--- src/rtl/goertzel_frame_seq_if.sv ---
// goertzel_frame_seq_if
// Bundles the control, status and datapath handshake signals of the
// Goertzel frame sequencer. Clock and reset stay outside the bundle.
//   slave  : the sequencer side. It receives commands and datapath
//            status, and drives enables and status.
//   master : the register-file / datapath side of the same signals.
// Signals:
//   start_i, cont_i, abort_i, num_samp_i : commands from the register block
//   coef_ok_i, smp_i, hrz_valid_i        : status from the datapath
//   en_coef_o, h_clr_o, smp_en_o         : datapath enables / clear
//   busy_o, done_o, samp_cnt_o,
//   frame_cnt_o, err_o, state_o          : status back to the register block
interface goertzel_frame_seq_if #(
  parameter int NF = 11,
  parameter int CW = 32
);
  logic          start_i;
  logic          cont_i;
  logic          abort_i;
  logic [CW-1:0] num_samp_i;
  logic          coef_ok_i;
  logic          smp_i;
  logic [NF-1:0] hrz_valid_i;
  logic          en_coef_o;
  logic          h_clr_o;
  logic          smp_en_o;
  logic          busy_o;
  logic          done_o;
  logic [CW-1:0] samp_cnt_o;
  logic [15:0]   frame_cnt_o;
  logic [2:0]    err_o;
  logic [2:0]    state_o;

  modport slave (
    input  start_i, cont_i, abort_i, num_samp_i, coef_ok_i, smp_i, hrz_valid_i,
    output en_coef_o, h_clr_o, smp_en_o, busy_o, done_o, samp_cnt_o,
           frame_cnt_o, err_o, state_o
  );

  modport master (
    output start_i, cont_i, abort_i, num_samp_i, coef_ok_i, smp_i, hrz_valid_i,
    input  en_coef_o, h_clr_o, smp_en_o, busy_o, done_o, samp_cnt_o,
           frame_cnt_o, err_o, state_o
  );
endinterface

--- src/rtl/goertzel_frame_seq.sv ---
// goertzel_frame_seq
// Frame sequencer for the Goertzel spectrum pipeline. A start command
// enables the coefficient chain and waits for it to settle. The
// sequencer then clears the Goertzel accumulators and gates exactly N
// samples into the scaler. It then waits until every bin reports a valid
// result and signals done. Continuous mode re-arms without regenerating
// the coefficients.
//
// Ports:
//   clk, rst : system clock and asynchronous active-high reset
//   bus      : goertzel_frame_seq_if.slave. It carries commands
//              (start/cont/abort/num_samp), datapath status
//              (coef_ok/smp/hrz_valid), enables (en_coef/h_clr/smp_en)
//              and status (busy/done/samp_cnt/frame_cnt/err/state).
//
// Optional feature: define GSEQ_TIMEOUT_EN to add a 16-bit watchdog.
// The watchdog aborts COEF or FLUSH after TO_CYC cycles and sets err[2].
module goertzel_frame_seq #(
  parameter int NF      = 11,
  parameter int CW      = 32,
  parameter int CLR_CYC = 2,
  parameter int TO_CYC  = 65535
) (
  input  logic                   clk,
  input  logic                   rst,
  goertzel_frame_seq_if.slave    bus
);

  typedef enum logic [2:0] {
    IDLE  = 3'd0,
    COEF  = 3'd1,
    CLR   = 3'd2,
    ACQ   = 3'd3,
    FLUSH = 3'd4,
    DONE  = 3'd5
  } state_t;

  state_t        state_q, state_d;
  logic [CW-1:0] n_q, n_d;
  logic [CW-1:0] samp_cnt_q, samp_cnt_d;
  logic [15:0]   frame_cnt_q, frame_cnt_d;
  logic [2:0]    err_q, err_d;
  logic [3:0]    clr_cnt_q, clr_cnt_d;
  logic          en_coef_q, h_clr_q, done_q, busy_q;
  logic          smp_en;
  logic          timeout;

`ifdef GSEQ_TIMEOUT_EN
  logic [15:0]   wd_q, wd_d;
  // The watchdog expires on the last allowed cycle in COEF or FLUSH.
  // The state therefore lasts exactly TO_CYC cycles before returning to IDLE.
  assign timeout = ((state_q == COEF) || (state_q == FLUSH)) &&
                   (wd_q == 16'(TO_CYC - 1));
`else
  assign timeout = 1'b0;
`endif

  // A sample is accepted only while acquiring with valid coefficients.
  // Abort removes the enable in the same cycle, so no sample slips
  // through after the abort request.
  assign smp_en = (state_q == ACQ) & bus.smp_i & bus.coef_ok_i & ~bus.abort_i;

  // Next-state and next-counter logic. Abort takes precedence over
  // everything, then the watchdog, then the normal per-state flow.
  // Counters simply hold on abort.
  always_comb begin
    state_d     = state_q;
    n_d         = n_q;
    samp_cnt_d  = samp_cnt_q;
    frame_cnt_d = frame_cnt_q;
    err_d       = err_q;
    clr_cnt_d   = clr_cnt_q;
    if (bus.abort_i) begin
      state_d = IDLE;
    end else if (timeout) begin
      state_d  = IDLE;
      err_d[2] = 1'b1;
    end else begin
      case (state_q)
        IDLE: begin
          if (bus.start_i) begin
            if (bus.num_samp_i != '0) begin
              state_d    = COEF;
              n_d        = bus.num_samp_i;
              samp_cnt_d = '0;
              err_d      = '0;
            end else begin
              err_d[0] = 1'b1;
            end
          end
        end
        COEF: begin
          if (bus.coef_ok_i) begin
            state_d   = CLR;
            clr_cnt_d = '0;
          end
        end
        CLR: begin
          if (clr_cnt_q == 4'(CLR_CYC - 1)) begin
            state_d = ACQ;
          end else begin
            clr_cnt_d = clr_cnt_q + 4'd1;
          end
        end
        ACQ: begin
          if (!bus.coef_ok_i) begin
            state_d  = IDLE;
            err_d[1] = 1'b1;
          end else if (bus.smp_i) begin
            samp_cnt_d = samp_cnt_q + CW'(1);
            if (samp_cnt_d == n_q) begin
              state_d = FLUSH;
            end
          end
        end
        FLUSH: begin
          if (&bus.hrz_valid_i) begin
            state_d     = DONE;
            frame_cnt_d = frame_cnt_q + 16'd1;
          end
        end
        DONE: begin
          if (bus.cont_i) begin
            state_d    = CLR;
            samp_cnt_d = '0;
            clr_cnt_d  = '0;
          end else begin
            state_d = IDLE;
          end
        end
        default: state_d = IDLE;
      endcase
    end
  end

`ifdef GSEQ_TIMEOUT_EN
  // The watchdog restarts on every state change. It only advances while
  // waiting on the datapath, in COEF or FLUSH.
  always_comb begin
    wd_d = '0;
    if ((state_d == state_q) && ((state_q == COEF) || (state_q == FLUSH))) begin
      wd_d = wd_q + 16'd1;
    end
  end

  // Watchdog register.
  always_ff @(posedge clk or posedge rst) begin
    if (rst) wd_q <= '0;
    else     wd_q <= wd_d;
  end
`endif

  // State, counters and registered outputs. The outputs are decoded from
  // the next state, so they line up with the state register without any
  // combinational path to the pins.
  always_ff @(posedge clk or posedge rst) begin
    if (rst) begin
      state_q     <= IDLE;
      n_q         <= '0;
      samp_cnt_q  <= '0;
      frame_cnt_q <= '0;
      err_q       <= '0;
      clr_cnt_q   <= '0;
      en_coef_q   <= 1'b0;
      h_clr_q     <= 1'b0;
      done_q      <= 1'b0;
      busy_q      <= 1'b0;
    end else begin
      state_q     <= state_d;
      n_q         <= n_d;
      samp_cnt_q  <= samp_cnt_d;
      frame_cnt_q <= frame_cnt_d;
      err_q       <= err_d;
      clr_cnt_q   <= clr_cnt_d;
      en_coef_q   <= (state_d != IDLE);
      h_clr_q     <= (state_d == CLR);
      done_q      <= (state_d == DONE);
      busy_q      <= (state_d != IDLE);
    end
  end

  assign bus.en_coef_o   = en_coef_q;
  assign bus.h_clr_o     = h_clr_q;
  assign bus.smp_en_o    = smp_en;
  assign bus.busy_o      = busy_q;
  assign bus.done_o      = done_q;
  assign bus.samp_cnt_o  = samp_cnt_q;
  assign bus.frame_cnt_o = frame_cnt_q;
  assign bus.err_o       = err_q;
  assign bus.state_o     = state_q;

endmodule

--- src/flat_wrapper.sv ---
// flat-port wrapper written by rule: the top's interface ports become plain ports
module goertzel_frame_seq_flat 
#(
  parameter int NF      = 11,
  parameter int CW      = 32,
  parameter int CLR_CYC = 2,
  parameter int TO_CYC  = 65535
)
  (clk, rst, bus_start_i, bus_cont_i, bus_abort_i, bus_num_samp_i, bus_coef_ok_i, bus_smp_i, bus_hrz_valid_i, bus_en_coef_o, bus_h_clr_o, bus_smp_en_o, bus_busy_o, bus_done_o, bus_samp_cnt_o, bus_frame_cnt_o, bus_err_o, bus_state_o);
  goertzel_frame_seq_if #(.NF(NF), .CW(CW)) bus_i ();
  input  logic clk;
  input  logic rst;
  input wire logic [$bits(bus_i.start_i)-1:0] bus_start_i;
  input wire logic [$bits(bus_i.cont_i)-1:0] bus_cont_i;
  input wire logic [$bits(bus_i.abort_i)-1:0] bus_abort_i;
  input wire logic [$bits(bus_i.num_samp_i)-1:0] bus_num_samp_i;
  input wire logic [$bits(bus_i.coef_ok_i)-1:0] bus_coef_ok_i;
  input wire logic [$bits(bus_i.smp_i)-1:0] bus_smp_i;
  input wire logic [$bits(bus_i.hrz_valid_i)-1:0] bus_hrz_valid_i;
  output wire logic [$bits(bus_i.en_coef_o)-1:0] bus_en_coef_o;
  output wire logic [$bits(bus_i.h_clr_o)-1:0] bus_h_clr_o;
  output wire logic [$bits(bus_i.smp_en_o)-1:0] bus_smp_en_o;
  output wire logic [$bits(bus_i.busy_o)-1:0] bus_busy_o;
  output wire logic [$bits(bus_i.done_o)-1:0] bus_done_o;
  output wire logic [$bits(bus_i.samp_cnt_o)-1:0] bus_samp_cnt_o;
  output wire logic [$bits(bus_i.frame_cnt_o)-1:0] bus_frame_cnt_o;
  output wire logic [$bits(bus_i.err_o)-1:0] bus_err_o;
  output wire logic [$bits(bus_i.state_o)-1:0] bus_state_o;
  assign bus_i.start_i = bus_start_i;
  assign bus_i.cont_i = bus_cont_i;
  assign bus_i.abort_i = bus_abort_i;
  assign bus_i.num_samp_i = bus_num_samp_i;
  assign bus_i.coef_ok_i = bus_coef_ok_i;
  assign bus_i.smp_i = bus_smp_i;
  assign bus_i.hrz_valid_i = bus_hrz_valid_i;
  assign bus_en_coef_o = bus_i.en_coef_o;
  assign bus_h_clr_o = bus_i.h_clr_o;
  assign bus_smp_en_o = bus_i.smp_en_o;
  assign bus_busy_o = bus_i.busy_o;
  assign bus_done_o = bus_i.done_o;
  assign bus_samp_cnt_o = bus_i.samp_cnt_o;
  assign bus_frame_cnt_o = bus_i.frame_cnt_o;
  assign bus_err_o = bus_i.err_o;
  assign bus_state_o = bus_i.state_o;
  goertzel_frame_seq #(.NF(NF), .CW(CW), .CLR_CYC(CLR_CYC), .TO_CYC(TO_CYC)) u_core (.clk(clk), .rst(rst), .bus(bus_i));
endmodule
--- config.mk ---
export PLATFORM = sky130hd
export DESIGN_NAME = goertzel_frame_seq_flat
export DESIGN_NICKNAME = d
export VERILOG_FILES = /design/src/rtl/goertzel_frame_seq_if.sv /design/src/rtl/goertzel_frame_seq.sv /design/src/flat_wrapper.sv
export SDC_FILE = /design/constraint.sdc
export NUM_CORES = 1
export LEC_CHECK = 0
export ABC_CLOCK_PERIOD_IN_PS = 2800
export BUFFER_PORTS_ARGS = -buffer_cell sky130_fd_sc_hd__buf_2
export CORE_AREA = 3 3 120 122
export DETAILED_ROUTE_END_ITERATION = 8
export DIE_AREA = 0 0 123 125
export GPL_TIMING_DRIVEN = 0
export HOLD_SLACK_MARGIN = 0.05
export PLACE_DENSITY_LB_ADDON = 0.15
export SYNTH_ARGS = -nofsm -noshare
export SYNTH_HDL_FRONTEND = slang
export SYNTH_SLANG_ARGS = --single-unit
--- constraint.sdc ---
create_clock -name clk -period 2.8 [get_ports clk]
set_input_delay 0.56 -clock clk [delete_from_list [all_inputs] [get_ports clk]]
set_output_delay 0.56 -clock clk [all_outputs]
set_load 0.01 [all_outputs]
==> results of run 1 <==
==> registers in the layout (all words and copies together) (netlist names) <==
signal / flops
u_core.bus.en_coef_o: 1
u_core.bus.samp_cnt_o: 32
u_core.bus.err_o: 2
u_core.bus.done_o: 1
u_core.bus.frame_cnt_o: 16
u_core.bus.state_o: 3
u_core.bus.h_clr_o: 1
u_core.clr_cnt_q: 4
u_core.n_q: 32
==> critical path: cells and delay by family, from the launching register on <==
| family | cells | cell delay (ps) |
|---|---|---|
| AND/OR/NAND/NOR | 5 | 1480 |
| buffers and inverters | 1 | 200 |
| adder cells (fa/ha/maj) | 1 | 160 |
| XOR/XNOR | 1 | 160 |
| flip-flops | 1 | 450 |
| AO/OA/AOI/OAI | 1 | 110 |
==> per-layer routing <==
layer	track usage, %	wire length (µm)
met2	30.7	6920
met5	0	0
met3	3.16	843
met1	27.2	6670
met4	7.04	249
==> kinds of logic (layout without fill, tap and decap cells) <==
group | Yosys count | in the layout | share of synthesized area (%)
AND/OR/NAND/NOR | 203 | 203 | 21.1
multiplexers | 37 | 37 | 7.80
flip-flops | 92 | 92 | 43.5
buffers and inverters | 42 | 174 | 3.66
other | 1 | 1 | 0.0708
adder cells (fa/ha/maj) | 4 | 4 | 0.945
XOR/XNOR | 61 | 61 | 10.1
AO/OA/AOI/OAI | 109 | 109 | 12.9
==> cell usage in the layout, fill, tap and decap left out, types with 17 or more instances in the layout <==
cell,synthesis,layout
sky130_fd_sc_hd__nand2_1,44,44
sky130_fd_sc_hd__xnor2_1,42,42
sky130_fd_sc_hd__nand4_1,24,24
sky130_fd_sc_hd__a21oi_1,17,17
sky130_fd_sc_hd__mux2_2,34,34
sky130_fd_sc_hd__dfrtp_1,92,90
sky130_fd_sc_hd__buf_2,13,118
sky130_fd_sc_hd__nor2_1,41,40
sky130_fd_sc_hd__nand3_1,24,24
sky130_fd_sc_hd__xor2_1,19,19
sky130_fd_sc_hd__o21ai_0,45,45
==> repair_timing <==
| item | in CTS | in global routing |
|---|---|---|
| gates cloned | 0 | 0 |
| endpoints found under the setup margin | 65 | 4 |
| gates resized for setup | 16 | 12 |
| pin swaps | 3 | 5 |
| setup buffers | 5 | 4 |
==> area by class of cell <==
type                            count  area, µm²  share of cell area [%]
Buffer                             31        164                    2.49
Clock buffer                       10        239                    3.63
Clock inverter                      6       68.8                    1.05
Inverter                            9       45.0                   0.684
Multi-Input combinational cell    415       2900                    44.0
Sequential cell                    92       2300                    35.0
Tap cell                          176        220                    3.35
Timing Repair Buffer              118        643                    9.77
==> stage by stage <==
step | hold WS, ps | TNS (ps) | util, %
4_1_cts | 272 | 0 | 49.0
3_5_place_dp | 461 | -42610 | 45.8
3_3_place_gp | 463 | -38820 | 45.5
5_1_grt | 297 | 0 | 49.5
6_report | 259 | 0 | 49.5
2_1_floorplan | 479 | 0 | -
==> worst min path at each step <==
stage	cells after the start	to	slack, ps	start
finish	2	u_core.bus.samp_cnt_o[7]$_DFFE_PP0P_	260	rst
global route	2	u_core.n_q[6]$_DFFE_PP0P_	300	rst
CTS	2	u_core.n_q[6]$_DFFE_PP0P_	270	rst
detailed placement	2	u_core.bus.err_o[1]$_DFFE_PP0P_	460	u_core.bus.err_o[1]$_DFFE_PP0P_
global placement	2	u_core.bus.err_o[1]$_DFFE_PP0P_	460	u_core.bus.err_o[1]$_DFFE_PP0P_
floorplan	1	u_core.n_q[3]$_DFFE_PP0P_	480	u_core.n_q[3]$_DFFE_PP0P_
==> power by group <==
| part | switching (µW) | internal (µW) | leakage (µW) |
|---|---|---|---|
| clock | 553 | 725 | 0.000150 |
| combinational | 268 | 286 | 0.00162 |
| sequential | 104 | 1450 | 0.00120 |
| total | 924 | 2460 | 0.00296 |
==> impl_metrics.prom, run 1 <==
# TYPE chip_impl_metric gauge
chip_impl_metric{name="post_route_fraction_of_the_period_consumed_by_the_critical_path",unit="%"} 95.9
chip_impl_metric{name="ant_nets",unit=""} 0
chip_impl_info{name="synth_area_leader_cell",value="sky130_fd_sc_hd__dfrtp_1"} 1
chip_impl_info{name="classification_of_the_worst_setup_path",value="reg2reg"} 1
chip_impl_metric{name="count_of_state_elements_after_synthesis",unit=""} 92
chip_impl_info{name="rsz0062_at_grt",value="false"} 1
chip_impl_info{name="critical_path.reg2reg.startpoint",value="u_core.bus.samp_cnt_o[0]$_DFFE_PP0P_"} 1
chip_impl_info{name="cts_root_buffer",value="sky130_fd_sc_hd__clkbuf_16"} 1
chip_impl_info{name="critPathCapture",value="u_core.bus.state_o[1]$_DFF_PP0_"} 1
chip_impl_info{name="main_area_contributors_after_synthesis",value="sky130_fd_sc_hd__dfrtp_1 43%, sky130_fd_sc_hd__mux2_2 7.2%, sky130_fd_sc_hd__xnor2_1 6.9%"} 1
chip_impl_metric{name="num_vias",unit=""} 4674
chip_impl_metric{name="route.final.wire_length",unit="µm"} 14700
chip_impl_info{name="synth_top_flop_cell",value="sky130_fd_sc_hd__dfrtp_1"} 1
chip_impl_metric{name="syn-instance-count",unit=""} 549
chip_impl_metric{name="power-per-cell-area",unit="nW/µm²"} 515
chip_impl_metric{name="fp-row-count",unit=""} 42
chip_impl_metric{name="synth_top_area_share",unit="%"} 43.5
chip_impl_metric{name="reg2reg_slack",unit="ps"} 120
chip_impl_metric{name="max_slew.worst_pin.slew",unit="ps"} 712
chip_impl_metric{name="worst_ep_required_time",unit="ps"} 3020
chip_impl_metric{name="clock-sinks",unit=""} 92
chip_impl_info{name="worst_hold_path_type",value="in2async"} 1
chip_impl_metric{name="max_freq",unit="MHz"} 372
chip_impl_metric{name="placement_stage_cell_area",unit="µm²"} 6090
chip_impl_info{name="post-synth-top-count-cell",value="sky130_fd_sc_hd__dfrtp_1"} 1
chip_impl_info{name="setup.worst_path.start_class",value="flip-flop"} 1
chip_impl_info{name="cts_tree",value="yes"} 1
chip_impl_metric{name="diodes_inserted",unit=""} 0
chip_impl_metric{name="syn_avg_cell_area",unit="µm²"} 9.64
chip_impl_metric{name="finish.instance_area",unit="µm²"} 6580
chip_impl_metric{name="numPlacedInstances",unit=""} 834
chip_impl_metric{name="port_buffers",unit=""} 107
chip_impl_metric{name="drt_first_iter_violations",unit=""} 289
chip_impl_metric{name="layout.nets",unit=""} 730
chip_impl_metric{name="final.min_clock_period",unit="ps"} 2680
chip_impl_metric{name="syn_area",unit="µm²"} 5300
chip_impl_metric{name="routed_via_density",unit=""} 5.45
chip_impl_metric{name="syn_to_final_growth",unit="%"} 24.3
chip_impl_info{name="end_kind",value="flip-flop"} 1
chip_impl_metric{name="cp_max_fo",unit=""} 9
chip_impl_metric{name="grt_first_pass_wirelength",unit="µm"} 23700
chip_impl_metric{name="static-leakage-power",unit="µW"} 0.00296
chip_impl_info{name="critical_path.cell_chain",value="ha_1 -> buf_2 -> nand3_4 -> or4_1 -> or2_1 -> xnor2_1 -> nand3_1 -> and4bb_2 -> a31oi_1"} 1
chip_impl_metric{name="fp.dieH",unit="µm"} 125
chip_impl_metric{name="timing.final.setup_violations",unit=""} 0
chip_impl_metric{name="drive_gt1_share",unit="%"} 31.4
chip_impl_metric{name="gp_congestion",unit=""} 0.906
chip_impl_info{name="critical-path-slowest-cell",value="sky130_fd_sc_hd__or4_1"} 1
chip_impl_metric{name="synth.yosys.warnings",unit=""} 0
chip_impl_metric{name="slowest_delay",unit="ps"} 580
chip_impl_metric{name="fp.dieArea",unit="µm²"} 15400
chip_impl_metric{name="cp.arrival",unit="ps"} 2910
chip_impl_info{name="outcome",value="complete, no violations"} 1
chip_impl_metric{name="cts_max_level",unit=""} 3
chip_impl_metric{name="setup_slack",unit="ps"} 115
chip_impl_metric{name="synth_enable_flop_cells",unit=""} 0
chip_impl_metric{name="grt_max_degree",unit=""} 38
chip_impl_metric{name="fin_skew",unit="ps"} 8.73
chip_impl_metric{name="final_hold_violation_count",unit=""} 0
chip_impl_metric{name="finish.cell_count_without_fillers",unit=""} 857
chip_impl_metric{name="timing.reg2reg.worst_path_depth",unit=""} 9
chip_impl_metric{name="hpwl",unit="µm"} 11000
chip_impl_metric{name="io_pins",unit=""} 109
chip_impl_metric{name="hold_buffers",unit=""} 0
chip_impl_metric{name="worst_skew_pair.late_latency",unit="ps"} 350
chip_impl_metric{name="grt_antenna_before_repair",unit=""} 0
chip_impl_metric{name="syn-num-nets",unit=""} 603
chip_impl_metric{name="initial_standard_cell_utilization_of_the_core",unit="%"} 39.8
chip_impl_metric{name="max_slew_margin",unit="%"} 52.5
chip_impl_metric{name="synth_seq_area_share",unit="%"} 43.5
chip_impl_info{name="reg2reg_to",value="u_core.bus.state_o[1]$_DFF_PP0_"} 1
chip_impl_metric{name="drt_first_pass_iters",unit=""} 5
chip_impl_metric{name="max-cap-violations",unit=""} 0
chip_impl_metric{name="async_flop_share",unit="%"} 100
chip_impl_metric{name="ir_drop",unit="V"} 0.000274
chip_impl_info{name="synth.cells.most_frequent",value="92 x sky130_fd_sc_hd__dfrtp_1, 45 x sky130_fd_sc_hd__o21ai_0, 44 x sky130_fd_sc_hd__nand2_1"} 1
chip_impl_metric{name="overflow",unit=""} 0
chip_impl_metric{name="cts-buffers-inserted",unit=""} 9
chip_impl_metric{name="maximum_root_to_sink_buffer_count",unit=""} 2
chip_impl_metric{name="grtUsageTotal",unit="%"} 19.5
chip_impl_metric{name="cts.reportedPaths.clkPinSlew",unit="ps"} 70
chip_impl_info{name="crit_path_start",value="u_core.bus.samp_cnt_o[0]$_DFFE_PP0P_"} 1
chip_impl_metric{name="ys_types",unit=""} 63
chip_impl_metric{name="die_x",unit="µm"} 123
chip_impl_metric{name="total_power",unit="µW"} 3390
chip_impl_metric{name="core_area",unit="µm²"} 13300
chip_impl_metric{name="first_global_vias",unit=""} 4511
chip_impl_metric{name="timing.final.max_slew_violations",unit=""} 0
chip_impl_metric{name="pre_cts_ws",unit="ps"} -1240
chip_impl_metric{name="nFillCells",unit=""} 1271
chip_impl_metric{name="detail_route.drc_violations",unit=""} 0
chip_impl_metric{name="wire_per_inst",unit="µm"} 17.1
(Power assumes the default switching activity.)
==> run 2, diff against run 1 <==
CORE_AREA = 3 3 107 109   (was 3 3 120 122)
DIE_AREA = 0 0 110 112   (was 0 0 123 125)
==> run 2 against run 1 <==
  * Clock-buffer cell count unchanged
  * Sequential cell count unchanged
  * Hold slack improved by 40 ps
  * Critical endpoint is now bus_smp_en_o
  * First-iteration DRC count increased by 0.35%
  * Maximum frequency decreased by 2.1%
  * Cell count decreased by 3.9%
==> impl_metrics.prom, run 2 (same netlist as run 1, synthesis figures left out) <==
# TYPE chip_impl_metric gauge
chip_impl_info{name="outcome",value="complete, no violations"} 1
chip_impl_info{name="end_kind",value="output pin"} 1
chip_impl_metric{name="fp.dieH",unit="µm"} 112
chip_impl_metric{name="io_pins",unit=""} 109
chip_impl_metric{name="power.share.switching",unit="%"} 27.5
chip_impl_metric{name="ant_nets",unit=""} 0
chip_impl_metric{name="setup_slack",unit="ps"} 56.4
chip_impl_metric{name="internal_power",unit="µW"} 2260
chip_impl_info{name="worst_hold_path_type",value="in2async"} 1
chip_impl_metric{name="ir_drop",unit="V"} 0.000294
chip_impl_metric{name="grt_antenna_before_repair",unit=""} 0
chip_impl_metric{name="grtUsageTotal",unit="%"} 25.1
chip_impl_metric{name="drt_first_iter_violations",unit=""} 290
chip_impl_metric{name="drive_gt1_share",unit="%"} 31.7
chip_impl_metric{name="hpwl",unit="µm"} 11200
chip_impl_metric{name="layout.core_utilization",unit="%"} 60.6
chip_impl_metric{name="maximum_root_to_sink_buffer_count",unit=""} 2
chip_impl_metric{name="worst_skew_pair.late_latency",unit="ps"} 370
chip_impl_metric{name="num_vias",unit=""} 4786
chip_impl_metric{name="cts_max_level",unit=""} 3
chip_impl_metric{name="first_global_vias",unit=""} 4590
chip_impl_metric{name="p_switching",unit="µW"} 857
chip_impl_info{name="critPathTopFamily",value="simple AND/OR/NAND/NOR gates"} 1
chip_impl_metric{name="timing.reg2reg.worst_path_depth",unit=""} 9
chip_impl_metric{name="max_slew.worst_pin.slew",unit="ps"} 729
chip_impl_metric{name="wire_per_inst",unit="µm"} 18.4
chip_impl_info{name="crit_top_cell",value="sky130_fd_sc_hd__buf_2"} 1
chip_impl_info{name="setup.worst_path.start_class",value="input pin"} 1
chip_impl_info{name="layout.cells.most_common",value="sky130_fd_sc_hd__buf_2"} 1
chip_impl_metric{name="multi_input_comb_area",unit="µm²"} 2910
chip_impl_metric{name="final.min_clock_period",unit="ps"} 2740
chip_impl_metric{name="static-leakage-power",unit="µW"} 0.00295
chip_impl_metric{name="timing.final.max_slew_violations",unit=""} 0
chip_impl_metric{name="register_area",unit="µm²"} 2300
chip_impl_metric{name="power-per-cell-area",unit="nW/µm²"} 481
chip_impl_metric{name="core_area",unit="µm²"} 10700
chip_impl_metric{name="gp_congestion",unit=""} 0.927
chip_impl_metric{name="drt_first_pass_iters",unit=""} 5
chip_impl_metric{name="cts-buffers-inserted",unit=""} 9
chip_impl_metric{name="diodes_inserted",unit=""} 0
chip_impl_metric{name="clock-sinks",unit=""} 92
chip_impl_metric{name="route.final.wire_length",unit="µm"} 15200
chip_impl_metric{name="cp_num_cells",unit=""} 10
chip_impl_metric{name="cts.reportedPaths.clkPinSlew",unit="ps"} 90
chip_impl_metric{name="p_comb_share",unit="%"} 18.2
chip_impl_metric{name="max-cap-violations",unit=""} 0
chip_impl_metric{name="initial_standard_cell_utilization_of_the_core",unit="%"} 49.5
chip_impl_info{name="critical_path.cell_chain",value="buf_2 -> nor4_4 -> nand4_1 -> buf_4 -> o21bai_4 -> and2_4 -> buf_6 -> nand2b_4 -> clkinv_4 -> buf_2"} 1
chip_impl_info{name="rsz0062_at_grt",value="false"} 1
chip_impl_metric{name="overflow",unit=""} 0
chip_impl_metric{name="slowest_delay",unit="ps"} 340
chip_impl_metric{name="worst_ep_required_time",unit="ps"} 2240
chip_impl_metric{name="share_clk_of_total_power",unit="%"} 31.9
chip_impl_metric{name="cp_max_fo",unit=""} 10
chip_impl_metric{name="syn_to_final_growth",unit="%"} 22.5
chip_impl_metric{name="fp.dieArea",unit="µm²"} 12300
chip_impl_metric{name="fp-row-count",unit=""} 38
chip_impl_metric{name="grt_first_pass_wirelength",unit="µm"} 23900
chip_impl_metric{name="post_route_fraction_of_the_period_consumed_by_the_critical_path",unit="%"} 98.0
chip_impl_metric{name="grt_max_degree",unit=""} 35
chip_impl_metric{name="pre_cts_ws",unit="ps"} -990
chip_impl_metric{name="detail_route.drc_violations",unit=""} 0
chip_impl_metric{name="share_seq_of_total_power",unit="%"} 49.9
chip_impl_metric{name="worstPathBufferInverterCount",unit=""} 5
chip_impl_metric{name="routed_via_density",unit=""} 5.81
chip_impl_metric{name="port_buffers",unit=""} 107
chip_impl_info{name="cts_tree",value="yes"} 1
chip_impl_metric{name="final_hold_violation_count",unit=""} 0
chip_impl_info{name="classification_of_the_worst_setup_path",value="in2out"} 1
chip_impl_metric{name="timing.final.setup_violations",unit=""} 0
chip_impl_metric{name="max_slew_margin",unit="%"} 51.3
chip_impl_info{name="cts_root_buffer",value="sky130_fd_sc_hd__clkbuf_8"} 1
chip_impl_metric{name="nFillCells",unit=""} 970
chip_impl_metric{name="max_freq",unit="MHz"} 364
chip_impl_info{name="critical-path-slowest-cell",value="sky130_fd_sc_hd__nor4_4"} 1
chip_impl_metric{name="cp.arrival",unit="ps"} 2180
chip_impl_metric{name="layout.nets",unit=""} 735
chip_impl_info{name="final_cell_mix",value="117 x sky130_fd_sc_hd__buf_2, 90 x sky130_fd_sc_hd__dfrtp_1, 45 x sky130_fd_sc_hd__o21ai_0"} 1
chip_impl_metric{name="fin_skew",unit="ps"} 11.1
chip_impl_metric{name="die_x",unit="µm"} 110
[run 2: cell types whose count changed in the layout (fill, tap and decap cells not counted), moves of 2 or more]
cell and delta:
sky130_fd_sc_hd__buf_4 +5, sky130_fd_sc_hd__clkbuf_16 -9, sky130_fd_sc_hd__clkbuf_8 +9, sky130_fd_sc_hd__inv_6 -2
sky130_fd_sc_hd__nor4_1 +2, sky130_fd_sc_hd__nor4_2 -3
[run 2: area by class of cell]
type / count / area share, %
plain buffers: 31 / 2.57
clock buffers: 10 / 2.12
clock inverters: 4 / 1.14
inverters: 9 / 0.656
multi-input cells: 415 / 44.8
flip-flops and latches: 92 / 35.5
well taps: 140 / 2.70
repair buffers: 123 / 10.5
[run 2: path summary, 6_finish.rpt]
check / from / to / slack (ps)
hold / removal: rst / u_core.bus.samp_cnt_o[20]$_DFFE_PP0P_ / 300
min in group clk: bus_num_samp_i[2] / u_core.n_q[2]$_DFFE_PP0P_ / 440
setup reg to reg: u_core.bus.samp_cnt_o[1]$_DFFE_PP0P_ / u_core.bus.state_o[1]$_DFF_PP0_ / 110
hold reg to reg: u_core.bus.frame_cnt_o[15]$_DFFE_PP0P_ / u_core.bus.frame_cnt_o[15]$_DFFE_PP0P_ / 480
setup / recovery: bus_num_samp_i[17] / bus_smp_en_o / 60
max in group asynchronous: rst / u_core.bus.state_o[2]$_DFF_PP0_ / 1900
[run 2: timing repair]
item / CTS / global route
cloned: 0 / 0
setup endpoints to repair: 28 / 9
gates resized for setup: 17 / 15
pin swaps: 4 / 5
endpoints found under the hold margin: 0 / 0
setup buffers: 6 / 8
hold buffers: 0 / 0
[run 2: power by group through the flow]
| stage | registers (µW) | logic (µW) | clock network, µW |
|---|---|---|---|
| finish | 1560 | 569 | 996 |
| global route | 1570 | 622 | 1080 |
| CTS | 1550 | 558 | 1020 |
| detailed placement | 1580 | 540 | 0 |
| global placement | 1570 | 519 | 0 |
| floorplan | 1550 | 393 | 0 |
[run 2: metal layers]
layer  global-route usage [%]  wire [µm]  part of all wire (%)  vias to the layer above
met3                     4.81       1050                   6.9                       21
met4                     8.73        255                   1.7                        0
met1                     36.0       6950                    46                     2328
li1                         -          -                     -                     2270
met2                     37.8       6930                    46                      167
met5                        0          0                     0                        -
[run 2: through the flow]
step           hold slack [ps]  cells  TNS (ps)  power (µW)  instance area, µm²
2_1_floorplan              479    549         0        1940                5300
3_3_place_gp               457    796    -21950        2090                6010
3_5_place_dp               466    798    -24550        2120                6050
5_1_grt                    330    824         0        3270                6490
6_report                   299    824         0        3120                6490
4_1_cts                    311    818         0        3130                6390
